File: src/rtl/core_pkg.sv
// Shared types and constants for the core sequencer: state encoding, opcodes, default widths.
package core_pkg;

  localparam int PC_W_DEF    = 8;
  localparam int INSTR_W_DEF = 16;

  typedef enum logic [2:0] {
    ST_IDLE,
    ST_FETCH,
    ST_DECODE,
    ST_EXECUTE,
    ST_MEM,
    ST_WB,
    ST_DONE
  } state_t;

  localparam logic [3:0] OP_NOP   = 4'b0000;
  localparam logic [3:0] OP_IMM   = 4'b0111;
  localparam logic [3:0] OP_LOAD  = 4'b1000;
  localparam logic [3:0] OP_STORE = 4'b1001;
  localparam logic [3:0] OP_JMP   = 4'b1111;

endpackage

File: src/rtl/core_retire_counter.sv
// Saturating 32-bit retired-instruction counter; clear wins over increment, updates one cycle after the event.
module core_retire_counter (
  input  logic        clk,
  input  logic        rst_n,
  input  logic        clr,
  input  logic        inc,
  output logic [31:0] cnt
);

  logic [31:0] cnt_q, cnt_d;

  always_comb begin
    cnt_d = cnt_q;
    if (clr) begin
      cnt_d = '0;
    end else if (inc && (cnt_q != '1)) begin
      cnt_d = cnt_q + 32'd1;
    end
  end

  always_ff @(posedge clk or negedge rst_n) begin
    if (!rst_n) cnt_q <= '0;
    else        cnt_q <= cnt_d;
  end

  assign cnt = cnt_q;

endmodule

File: src/rtl/core_sequencer.sv
// Multi-cycle fetch/decode/execute/mem/writeback sequencer; min 4 cycles per ALU op, fetch and data waits unbounded.
// Define SEQ_RETIRE_COUNT_EN to add the retire_cnt output and its counter.
module core_sequencer
  import core_pkg::*;
#(
  parameter int             PC_W     = PC_W_DEF,
  parameter int             INSTR_W  = INSTR_W_DEF,
  parameter logic [PC_W-1:0] RESET_PC = '0
) (
  input  logic               clk,
  input  logic               rst_n,
  input  logic               start,
  output logic               busy,
  output logic               done,
`ifdef SEQ_RETIRE_COUNT_EN
  output logic [31:0]        retire_cnt,
`endif
  output logic [PC_W-1:0]    pc,
  output logic               imem_req,
  output logic [PC_W-1:0]    imem_addr,
  input  logic               imem_valid,
  input  logic [INSTR_W-1:0] imem_rdata,
  output logic [INSTR_W-1:0] instr,
  output logic [3:0]         opcode,
  input  logic               dec_reg_we,
  input  logic               dec_is_jump,
  output logic               alu_en,
  output logic               dmem_req,
  output logic               dmem_we,
  input  logic               dmem_ready,
  output logic               rf_we
);

  state_t             state_q, state_d;
  logic [PC_W-1:0]    pc_q, pc_d;
  logic [INSTR_W-1:0] instr_q, instr_d;
  logic               done_q, done_d;
  logic               reg_we_q, reg_we_d;
  logic [PC_W-1:0]    jmp_target;
  logic               is_mem_op;

  assign opcode     = instr_q[INSTR_W-1 -: 4];
  assign jmp_target = instr_q[PC_W-1:0];
  assign is_mem_op  = (opcode == OP_LOAD) || (opcode == OP_STORE);

  always_comb begin
    state_d  = state_q;
    pc_d     = pc_q;
    instr_d  = instr_q;
    done_d   = done_q;
    reg_we_d = reg_we_q;
    case (state_q)
      ST_IDLE, ST_DONE: begin
        if (start) begin
          pc_d    = RESET_PC;
          done_d  = 1'b0;
          state_d = ST_FETCH;
        end
      end
      ST_FETCH: begin
        if (imem_valid) begin
          instr_d = imem_rdata;
          state_d = ST_DECODE;
        end
      end
      ST_DECODE: begin
        // Capture the write flag so rf_we is a clean function of registered state.
        reg_we_d = dec_reg_we;
        state_d  = ST_EXECUTE;
      end
      ST_EXECUTE: begin
        if (dec_is_jump) begin
          if (jmp_target == pc_q) begin
            done_d  = 1'b1;
            state_d = ST_DONE;
          end else begin
            pc_d    = jmp_target;
            state_d = ST_FETCH;
          end
        end else if (is_mem_op) begin
          state_d = ST_MEM;
        end else begin
          state_d = ST_WB;
        end
      end
      ST_MEM: begin
        if (dmem_ready) begin
          if (opcode == OP_STORE) begin
            pc_d    = pc_q + PC_W'(1);
            state_d = ST_FETCH;
          end else begin
            state_d = ST_WB;
          end
        end
      end
      ST_WB: begin
        pc_d    = pc_q + PC_W'(1);
        state_d = ST_FETCH;
      end
      default: state_d = ST_IDLE;
    endcase
  end

  always_ff @(posedge clk or negedge rst_n) begin
    if (!rst_n) begin
      state_q  <= ST_IDLE;
      pc_q     <= RESET_PC;
      instr_q  <= '0;
      done_q   <= 1'b0;
      reg_we_q <= 1'b0;
    end else begin
      state_q  <= state_d;
      pc_q     <= pc_d;
      instr_q  <= instr_d;
      done_q   <= done_d;
      reg_we_q <= reg_we_d;
    end
  end

  assign busy      = (state_q != ST_IDLE) && (state_q != ST_DONE);
  assign done      = done_q;
  assign pc        = pc_q;
  assign instr     = instr_q;
  assign imem_req  = (state_q == ST_FETCH);
  assign imem_addr = pc_q;
  assign alu_en    = (state_q == ST_EXECUTE);
  assign dmem_req  = (state_q == ST_MEM);
  assign dmem_we   = (state_q == ST_MEM) && (opcode == OP_STORE);
  assign rf_we     = (state_q == ST_WB) && reg_we_q;

`ifdef SEQ_RETIRE_COUNT_EN
  logic retire_clr;
  logic retire_inc;

  assign retire_clr = start && ((state_q == ST_IDLE) || (state_q == ST_DONE));
  // Every jump retires in EXECUTE, taken or halting.
  assign retire_inc = (state_q == ST_WB)
                   || ((state_q == ST_MEM) && dmem_ready && (opcode == OP_STORE))
                   || ((state_q == ST_EXECUTE) && dec_is_jump);

  core_retire_counter u_retire_counter (
    .clk   (clk),
    .rst_n (rst_n),
    .clr   (retire_clr),
    .inc   (retire_inc),
    .cnt   (retire_cnt)
  );
`endif

endmodule

File: config.mk
export PLATFORM = sky130hd
export DESIGN_NAME = core_sequencer
export DESIGN_NICKNAME = d
export VERILOG_FILES = /design/src/rtl/core_pkg.sv /design/src/rtl/core_retire_counter.sv /design/src/rtl/core_sequencer.sv
export SDC_FILE = /design/constraint.sdc
export NUM_CORES = 1
export LEC_CHECK = 0
export BUFFER_PORTS_ARGS = -buffer_cell sky130_fd_sc_hd__buf_4
export CORE_AREA = 2 2 62 64
export CTS_BUF_LIST = sky130_fd_sc_hd__clkbuf_8
export CTS_CLUSTER_SIZE = 28
export DETAILED_ROUTE_END_ITERATION = 8
export DIE_AREA = 0 0 64 66
export PLACE_DENSITY = 0.79
export SYNTH_ARGS = -nofsm -noshare
export SYNTH_HDL_FRONTEND = slang
export SYNTH_HIERARCHICAL = 1
export SYNTH_SLANG_ARGS = --single-unit
File: constraint.sdc
create_clock -name clk -period 2.8 [get_ports clk]
set_clock_uncertainty 0.1 [all_clocks]
set_input_delay 0.28 -clock clk [delete_from_list [all_inputs] [get_ports clk]]
set_output_delay 0.28 -clock clk [all_outputs]
set_load 0.01 [all_outputs]
After elaboration in Yosys (flattened, before gate mapping)
Cells that the tools add are included.
{"block": "word_totals", "reg_bits": 29, "latch_bits": 0, "mem_bits_rw": 0, "rom_bits": 0, "input_bits": 23, "output_inout_bits": 43, "mem_count": 0}
{"block": "op_classes", "n_addsub": 1, "mul": 0, "div": 0, "order_cmp": 0, "n_eq_ne": 17, "n_shift": 0, "muxes": 18, "n_bitwise": 0, "n_reduce_logical": 13}
{"op": "8-bit two-way mux", "n": 5}
{"op": "8-bit one-hot mux with 4 select lines", "n": 1}
{"op": "3-bit two-way mux", "n": 6}
{"op": "3-bit one-hot mux with 6 select lines", "n": 1}
{"op": "3-bit equality test (second input constant)", "n": 3}
{"op": "8-bit by 1-bit adder with 8-bit output (second input constant)", "n": 1}
{"op": "4-bit equality test (second input constant)", "n": 2}
{"op": "8-bit equality test", "n": 1}
{"op": "2-bit by 1-bit inequality test with 1-bit output (second input constant)", "n": 4}
{"op": "3-bit by 2-bit equality test with 1-bit output (second input constant)", "n": 2}
{"op": "2-bit inequality test (second input constant)", "n": 3}
{"op": "6-bit AND reduction", "n": 1}
{"op": "1-bit two-way mux", "n": 4}
{"op": "4-bit AND reduction", "n": 1}
{"op": "4-bit nonzero test", "n": 1}
{"op": "3-bit by 1-bit equality test with 1-bit output (second input constant)", "n": 1}
{"op": "1-bit logical AND", "n": 3}
{"op": "3-bit logical NOT", "n": 1}
{"op": "3-bit inequality test (second input constant)", "n": 1}
{"op": "3-bit AND reduction", "n": 1}
{"op": "3-bit nonzero test", "n": 1}
{"op": "1-bit one-hot mux with 2 select lines", "n": 1}
{"op": "2-bit AND reduction", "n": 1}
{"op": "2-bit nonzero test", "n": 1}
{"op": "2 further kinds", "n": 2}

Longest topological paths before layout
Gate-level depths: netlist (run 1).
{"block": "depth", "word_depth": 5, "ltp_mapped": 7, "ltp_nobuf": 5}

Least setup slack after synthesis (run 1)
Ideal clock, no wire load.
{"block": "synth_timing", "path_type": "reg2reg", "startpoint": "reg pc_q[3] (netlist: imem_addr[3])", "endpoint": "reg pc_q[0] (netlist: imem_addr[0])", "arrival_time_ns": 1.777, "t_required_ns": 2.575, "setup_slack_ns": 0.798, "stages_incl_launch_ff": 7, "n_path_buf": 1, "synth_period_minus_slack_ns": 2.002, "cell_sequence": "dfrtp_1 xor2_1 nor4_1 and3_4 a311o_1 buf_6 mux2_4"}
{"block": "synth_via", "elab_chain_len": 3}
{"item": "from (decl)", "line": "core_sequencer.sv:35", "source": "logic [PC_W-1:0] pc_q, pc_d;"}
{"item": "from (signal assigned)", "line": "core_sequencer.sv:113", "source": "pc_q <= pc_d;"}
{"item": "8-bit equality test", "line": "core_sequencer.sv:73", "source": "if (jmp_target == pc_q) begin"}
{"item": "2-bit inequality test (no line)"}
{"item": "6-bit AND reduction (no line)"}
No other way between the ends.
A chain may end at the register's enable or synchronous reset.

Worst setup path in the final report (run 1)
{"block": "layout_timing", "startpoint": "reg state_q[2]", "endpoint": "reg pc_q[3] (netlist: imem_addr[3])"}
{"block": "layout_via", "elab_chain_len": 4, "elab_cells_between_ends": 14, "classes_between": "9 x eq/ne; 1 x mux; 4 x reduce/logical"}
{"item": "from (decl)", "line": "core_sequencer.sv:34", "source": "state_t state_q, state_d;"}
{"item": "from (signal assigned)", "line": "core_sequencer.sv:112", "source": "state_q <= state_d;"}
{"item": "3-bit equality test / 3-bit logical NOT (equally long branches)", "line": "core_sequencer.sv:52", "source": "case (state_q)"}
{"item": "2-bit OR reduction", "line": "core_sequencer.sv:52"}
{"item": "4-bit nonzero test (no line) / 2-bit inequality test (equally long branches)"}
{"item": "6-bit AND reduction (no line)"}
Parallel ways exist; a longest one is shown, timed or not.

==> summary.md, run 1 <==
| Metric | Value |
|---|---|
| 1st-iter DRT viols | 88 |
| GRT Total Usage | about a fifth |
| # setup viols final | 0 |
| First-pass detailed-route iteration total | 4 |
| Peak VDD IR | about 0.7 mV |
| Sw Pwr | approximately 1 mW |
| Final hold vios | 0 |
| Worst Path Max Fanout | 13 |
| Die X-Extent | approximately 64 microns |
| CP Capture Type | flip-flop |
| Maxcap violations | 0 |
| Final WL | 3760 microns |
| Flop pwr share | about 36% |
| EDFF count, synth | 0 |
| Initial antenna violation count | 0 |
| Final Slew Violations | 0 |
| Leak | around 1.1 nW |
| Post-CTS Setup Bufs | 0 |
| Post-route insts no fill | 259 |
| PortBufs | 65 |
| Placement Rows | 22 |
| Via density | 5.18 |
| Yosys reg bits | 29 |
| Share of post-route cells with drive strength above 1 | a little under half |
| Synthesized area | between 0.0015 and 0.002 sq mm |
| Total negative slack | 0 ns |
| Synth-to-layout area growth | 29.8% |
| Hold WS | approximately 0.13 ns |
| Seq/Total Area, Yosys | between 40% and 50% |
| Internal cell power | about 1.5 mW |
| Post-route ant nets | 0 |
| Synth Net Count | ~180 |
| DRC errors left | 0 |
| Io pins | between 60 and 70 |
| Initial Util | 48.0% |
| Tcrit/Tclk final | between 70% and 80% |
| Crit path DAT | between 2 and 2.5 ns |
| Clock Sinks | 29 |
| Multi-input logic area | approximately 830 sq um |
| TritonCTS buffer count | 5 |
| Most used DFF post-synth | dfrtp_1 |
| Core ar. | between 0.003 and 0.004 sq mm |
| Crit-path leading delay family | simple AND/OR/NAND/NOR gates |
| Drt wl/cell | 14.5 microns |
| Worst rel slew slack | 70.1% |
| Root Buffer | clkbuf_8 |
| Die Y | around 66 microns |
| Register area | around 730 sq um |
| Synth cell types | 36 |
| DP Worst Slack | 0.612 ns |
| PnR worst setup slack | 0.601 ns |
| Ys Warns | 6 |
| Worst hold path class | input port to flip-flop |
| Ant diodes | 0 |
| Slowest stage delay, CP | roughly 0.53 ns |
| Cell Chain, Critical Path | and3b_1 -> inv_1 -> o32ai_1 -> a311o_1 -> buf_4 -> mux2_4 |
| HPWL Detailed | 2760 microns |
| Overall Power | between 2 and 3 mW |
| Critical Path RT | around 2.9 ns |
| First-pass GRT wire length | between 6000 and 7000 microns |
| DP Area | around 0.0021 sq mm |
| CTS tree | yes |
| Fraction of registers with async set/reset | 100% |
| Sw Share | between 30% and 40% |
| Worst Tran Pin Value | approximately 0.44 ns |
| Layout fillers | 301 |
| Final GP Congestion | 0.854 |
| Reg2reg setup slack | around 0.6 ns |
| Total grt overflow | 0 |
| RSZ-0062 raised after global routing | false |
| Mapped Cells | 157 |
| WP buf/inv | 2 |
| Worst-skew pair later-pin latency | ~0.28 ns |
| PD cells | between 1000 and 1500 mW/mm^2 |
| Clock-pin slew on the worst setup and hold paths | ~0.060 ns |
| F_max | 0.455 GHz |
| Finished Cell Area | between 0.002 and 0.0025 sq mm |
| DP Cell Count | between 200 and 300 |
| Startpoint types | flip-flop |
| Combinational Power Share | a little over half |
| CTS max path bufs | 2 |
| Largest net degree at the start of global routing | 30 |
| Vias in the first global route | between 1000 and 1500 |
| Htree depth | 2 |
| Final Core Density | 62.2% |
| Area of the die | roughly 0.0042 sq mm |
| Syn_area_per_cell | approximately 11 sq um |
| Outcome | finished clean |
| Final net count | 236 |
| CP max stage cell | and3b_1 |
| CP Class | flip-flop to flip-flop |
| Minimum clock period after layout | 2.20 ns |
| Clock group share of total power | around 12% |
| DR vias | about 1300 |
-- synthesized netlist by cell type (3+ instances only) --
master	instances	area, sq um
a21oi_1	3	15.0
buf_4	15	113
clkbuf_1	3	11.3
dfrtp_1	29	726
mux2_2	17	191
mux2_4	8	120
nand2_1	12	45.0
nand2b_1	3	18.8
nand3_1	5	25.0
nor2_1	4	15.0
nor2b_1	4	25.0
o21ai_0	13	65.1
xnor2_1	3	26.3
xor2_1	11	96.3
-- worst reg2reg max path, stage by stage, from the launching register on --
cell     delay (ns)
dfrtp_1        0.51
and3b_1        0.54
inv_1          0.08
o32ai_1        0.18
a311o_1        0.17
buf_4          0.20
mux2_4         0.31
-- per-layer routing --
layer	global-route usage (%)	up-vias	wire length, microns
li1	-	643	-
met1	22.5	632	1630
met2	31.9	60	1770
met3	5.11	7	291
met4	8.97	0	65
met5	0	-	0
-- kinds of logic (layout without fill, tap and decap cells) --
kind of cell	Yosys count	count (layout)	synth area share, %
buffers and inverters	22	76	8.67
flip-flops	29	29	42.6
AO/OA/AOI/OAI	22	22	7.64
adder cells (fa/ha/maj)	1	1	0.735
multiplexers	26	26	18.9
AND/OR/NAND/NOR	43	43	14.3
XOR/XNOR	14	14	7.20
-- final cells by class --
type	count	area share, %
Clock buffer	5	3.11
Clock inverter	1	0.227
Inverter	2	0.340
Multi-Input combinational cell	106	37.5
Sequential cell	29	32.8
Tap cell	48	2.72
Timing Repair Buffer	68	23.2
-- repair_timing --
action                                 4_1_cts  5_1_grt
hold buffers                                 1        0
resized for setup                            0        0
endpoints found under the hold margin       29        0
-- power groups by stage --
stage	clock network [mW]	registers (mW)	logic (mW)
after floorplan	0	0.887	0.876
after global placement	0	0.898	1.31
after detailed placement	0	0.906	1.33
after CTS	0.317	0.902	1.34
after global routing	0.338	0.935	1.43
final	0.306	0.903	1.32
-- cell usage in the layout, fill, tap and decap left out, types with 2 or more instances in the layout --
master,count
mux2_2,17
nand2b_1,3
nor2_1,4
inv_1,2
o21ai_0,13
xnor2_1,3
mux2_4,8
nor2b_1,4
a21oi_1,3
and2_1,2
a22o_1,2
nand3_1,5
dfrtp_1,29
nand2_1,12
and3_1,2
clkbuf_8,5
nor4_1,2
xor2_1,11
buf_4,67
-- state kept, by name, indices dropped and copies added, names as in the netlist --
signal,cells
instr,16
state_q,3
reg_we_q,1
imem_addr,8
done,1
-- final timing paths --
| kind | start | depth (start not counted) | endpoint |
|---|---|---|---|
| max | state_q[2] | 6 | imem_addr[3] |
| min | imem_rdata[10] | 2 | instr[10] |
| max reg2reg | state_q[2] | 6 | imem_addr[3] |
| min reg2reg | instr[10] | 1 | instr[10] |
| max in group asynchronous | rst_n | 2 | instr[5] |
| min in group asynchronous | rst_n | 2 | instr[2] |
(Power assumes the default switching activity.)
==> inputs of run 2 (changes only) <==
Settings changed: ABC_AREA set to 1, CORE_AREA 2 2 62 64 to 2 2 63 65, DIE_AREA 0 0 64 66 to 0 0 65 67.
Clock period 2.8 ns to 2.1 ns, I/O delays scaled along.
==> run 2 against run 1 <==
Clock-buffer cell count grew 1; clock power rose by 92%; global-route usage up 2.0 points; critical path type unchanged; largest cell class unchanged.
==> summary.md, run 2 <==
| Metric | Value |
|---|---|
| Outcome | finished clean |
| Crit path DAT | 2.02 ns (-0.24 ns) |
| Worst-skew pair later-pin latency | 0.28 ns (about the same) |
| Tcrit/Tclk final | 90.3% (+12 points) |
| Core ar. | 0.00361 sq mm (+1.6%) |
| Fraction of registers with async set/reset | 100% (unchanged) |
| Most common cell in the synthesized netlist | nand2_1 |
| Synth cell types | 22 (-39%) |
| Post-synthesis mux area share | 5.69% (-13 points) |
| Largest family of logic cells by synthesized area | simple AND/OR/NAND/NOR gates |
| Top cells by count, synth | 73 x nand2_1, 29 x dfrtp_1, 24 x inv_1, 24 x nor2_1, 13 x nand3_1 |
| Final hold vios | 0 (unchanged) |
| Final Core Density | 65.3% (+3.0 points) |
| Sw Pwr | 1.44 mW (+45%) |
| EDFF count, synth | 0 (unchanged) |
| Overall Power | 3.44 mW (+36%) |
| Compound-gate portion of the synthesized area | 6.32% (-1.3 points) |
| Total grt overflow | 0 (unchanged) |
| Largest net degree at the start of global routing | 30 (unchanged) |
| Worst reg2reg startpoint | imem_addr[0] |
| Worst rel slew slack | 69.1% (-0.94 points) |
| First-pass detailed-route iteration total | 4 (unchanged) |
| Synth Net Count | 262 (+45%) |
| PnR worst setup slack | 0.204 ns (-0.397 ns) |
| Clock-pin slew on the worst setup and hold paths | 0.06 ns (about the same) |
| Die X-Extent | 65 microns (+1.6%) |
| Layout fillers | 343 (+14%) |
| Met2 routed wirelength | 2050 microns (+16%) |
| DR vias | 1732 (+29%) |
| CP Class | flip-flop to flip-flop |
| 1st-iter DRT viols | 101 (+15%) |
| PD cells | 1460 mW/mm^2 (+27%) |
| Yosys top cell by area | dfrtp_1 |
| Minimum clock period after layout | 1.90 ns (-0.303 ns) |
| Clock Sinks | 29 (unchanged) |
| Post-route ant nets | 0 (unchanged) |
| Root Buffer | clkbuf_8 |
| Synthesized area | 0.00178 sq mm (+4.6%) |
| Drt wl/cell | 12.4 microns (-15%) |
| Vias in the first global route | 1554 (+16%) |
| Post-route insts no fill | 346 (+34%) |
| TritonCTS buffer count | 5 (unchanged) |
| Wire length on met1 | 1820 microns (+12%) |
| GRT Total Usage | 21.0% (+2.0 points) |
| Critical Path Source | imem_addr[0] |
| # resized after CTS | 0 (unchanged) |
| DRC errors left | 0 (unchanged) |
| Max FFs per register | 16 (unchanged) |
| Initial Util | 49.4% (+1.4 points) |
| Startpoint types | flip-flop |
| First-pass GRT wire length | 6890 microns (+15%) |
| F_max | 0.527 GHz (+16%) |
| Most used DFF post-synth | dfrtp_1 |
| Uppermost layer routed | met4 |
| Synth Area in Adders | 0.703% (-0.032 points) |
| Total negative slack | 0 ns (unchanged) |
| Final Slew Violations | 0 (unchanged) |
| Internal cell power | 1.99 mW (+30%) |
| Top post-synthesis cells by area | dfrtp_1 41%, nand2_1 15%, mux2_2 5.7% |
| Mapped Cells | 238 (+52%) |
| Flop pwr share | 31.2% (-4.5 points) |
| Combinational Power Share | 51.6% (-0.7 points) |
| Area of the die | 0.00436 sq mm (+3.1%) |
| Worst Tran Pin Value | 0.462 ns (+0.0196 ns) |
| CTS max path bufs | 2 (unchanged) |
| CTS tree | yes |
| Maxcap violations | 0 (unchanged) |
| Io pins | 66 (unchanged) |
| Placement Rows | 22 (unchanged) |
| # setup viols final | 0 (unchanged) |
| Final net count | 321 (+36%) |
| Clock group share of total power | 17.1% (+5.0 points) |
| RSZ-0062 raised after global routing | false |
| Leak | 1.26 nW (+18%) |
| Synth-to-layout area growth | 32.2% |
| HPWL Detailed | 3170 microns (+15%) |
| DP Cell Count | 337 (+34%) |
| Final WL | 4280 microns (+14%) |
| Final GP Congestion | 0.864 (+1.2%) |
| Syn_area_per_cell | 7.48 sq um (-31%) |
| Most frequent cells in the layout | 73 x nand2_1, 67 x buf_4, 29 x dfrtp_1, 25 x inv_1, 24 x nor2_1 |
| Simple-gate share of the synthesized area | 32.8% (+19 points) |
| Die Y | 67 microns (+1.5%) |
| Critical Path RT | 2.22 ns (-0.64 ns) |
| Worst hold path class | input port to flip-flop |
| Htree depth | 2 (unchanged) |
| Commonest non-fill, non-tap cell in the layout | nand2_1 |
| Ant diodes | 0 (unchanged) |
| Via density | 5.01 (-3.4%) |
| Initial antenna violation count | 0 (unchanged) |
| Sw Share | 42.0% (+2.8 points) |
| Met3 WL | 350 microns (+20%) |
| XOR/XNOR Fraction of Synth Area | 1.48% (-5.7 points) |
| Ys Warns | 6 (unchanged) |
| Multi-input logic area | 837 sq um (+0.90%) |
| Register area | 726 sq um (unchanged) |
| Yosys top cell area share | 40.8% (-1.9 points) |
| Hold Path Origin | imem_rdata[2] |
| CP Capture Type | flip-flop |
| Worst Path Max Fanout | 11 (-2) |
| PortBufs | 65 (unchanged) |
| Yosys reg bits | 29 (unchanged) |
| Peak VDD IR | 0.803 mV (+16%) |
| Seq/Total Area, Yosys | 40.8% (-1.9 points) |
| Share of post-route cells with drive strength above 1 | 32.2% (-16 points) |
| DP Worst Slack | 0.247 ns (-0.365 ns) |
## run 2: cell count changes after synthesis, sizes merged, moves of 3 or more
cell / change
nand2: +66
inv: +25
nor2: +24
mux2: -16
xor2: -11
nand3: +9
nand4: +9
a21oi: +7
nor2b: -4
and3: -3
clkbuf: -3
nand2b: -3
o21ai: -3
## run 2: layout make-up
cell class,instances,share of cell area [%]
Timing Repair Buffer,68,21.8
Inverter,27,4.31
Multi-Input combinational cell,166,35.6
Clock inverter,2,1.44
Tap cell,48,2.55
Clock buffer,6,3.51
Sequential cell,29,30.8
## run 2: power groups by stage
stage          sequential (mW)  clock, mW  combinational, mW
2_1_floorplan             1.11          0               1.09
3_3_place_gp              1.07          0               1.73
3_5_place_dp              1.08          0               1.76
4_1_cts                   1.07      0.601               1.78
5_1_grt                   1.12      0.635               1.95
6_report                  1.07      0.589               1.77
## run 2: worst paths after layout
kind	endpoint	slack [ns]	cells after the start
max	imem_addr[3]	0.20	9
min	instr[2]	0.06	2
max reg2reg	imem_addr[3]	0.20	9
min reg2reg	instr[8]	0.40	1
max in group asynchronous	state_q[0]	1.33	2
min in group asynchronous	instr[3]	0.29	2
## run 2: timing repair
item | in CTS | in global routing
hold endpoints to repair | 29 | 0
hold buffers | 1 | 0
setup buffers | 0 | 0
## run 2: layer usage
layer	track usage, %	vias up
met4	6.38	0
met1	26.7	787
met3	6.25	8
met5	0	-
met2	34.4	76
li1	-	861
## run 2: per-stage QoR
step           instance area [sq um]  hold WS (ns)
2_1_floorplan                   1780        -0.186
3_3_place_gp                    2230        0.0601
3_5_place_dp                    2230        0.0560
4_1_cts                         2350        0.0498
5_1_grt                         2350        0.0504
6_report                        2350        0.0564
## run 2: worst max-delay path: stages, from the launching register on
cell and delay [ns]:
dfrtp_1 0.48, inv_1 0.15, nand2_1 0.06, nand2_1 0.06, nand2_1 0.05, nor2_1 0.17
nand3_1 0.38, nand3_4 0.24, nand2_1 0.08, nand2_1 0.06
## run 2: kinds of logic (layout without fill, tap and decap cells)
logic type      after synthesis  in the layout
xor+xnor                      3              3
buf+inv                      43            103
compound gates               22             22
simple gates                131            131
fa+ha+maj                     1              1
flops                        29             29
mux                           9              9
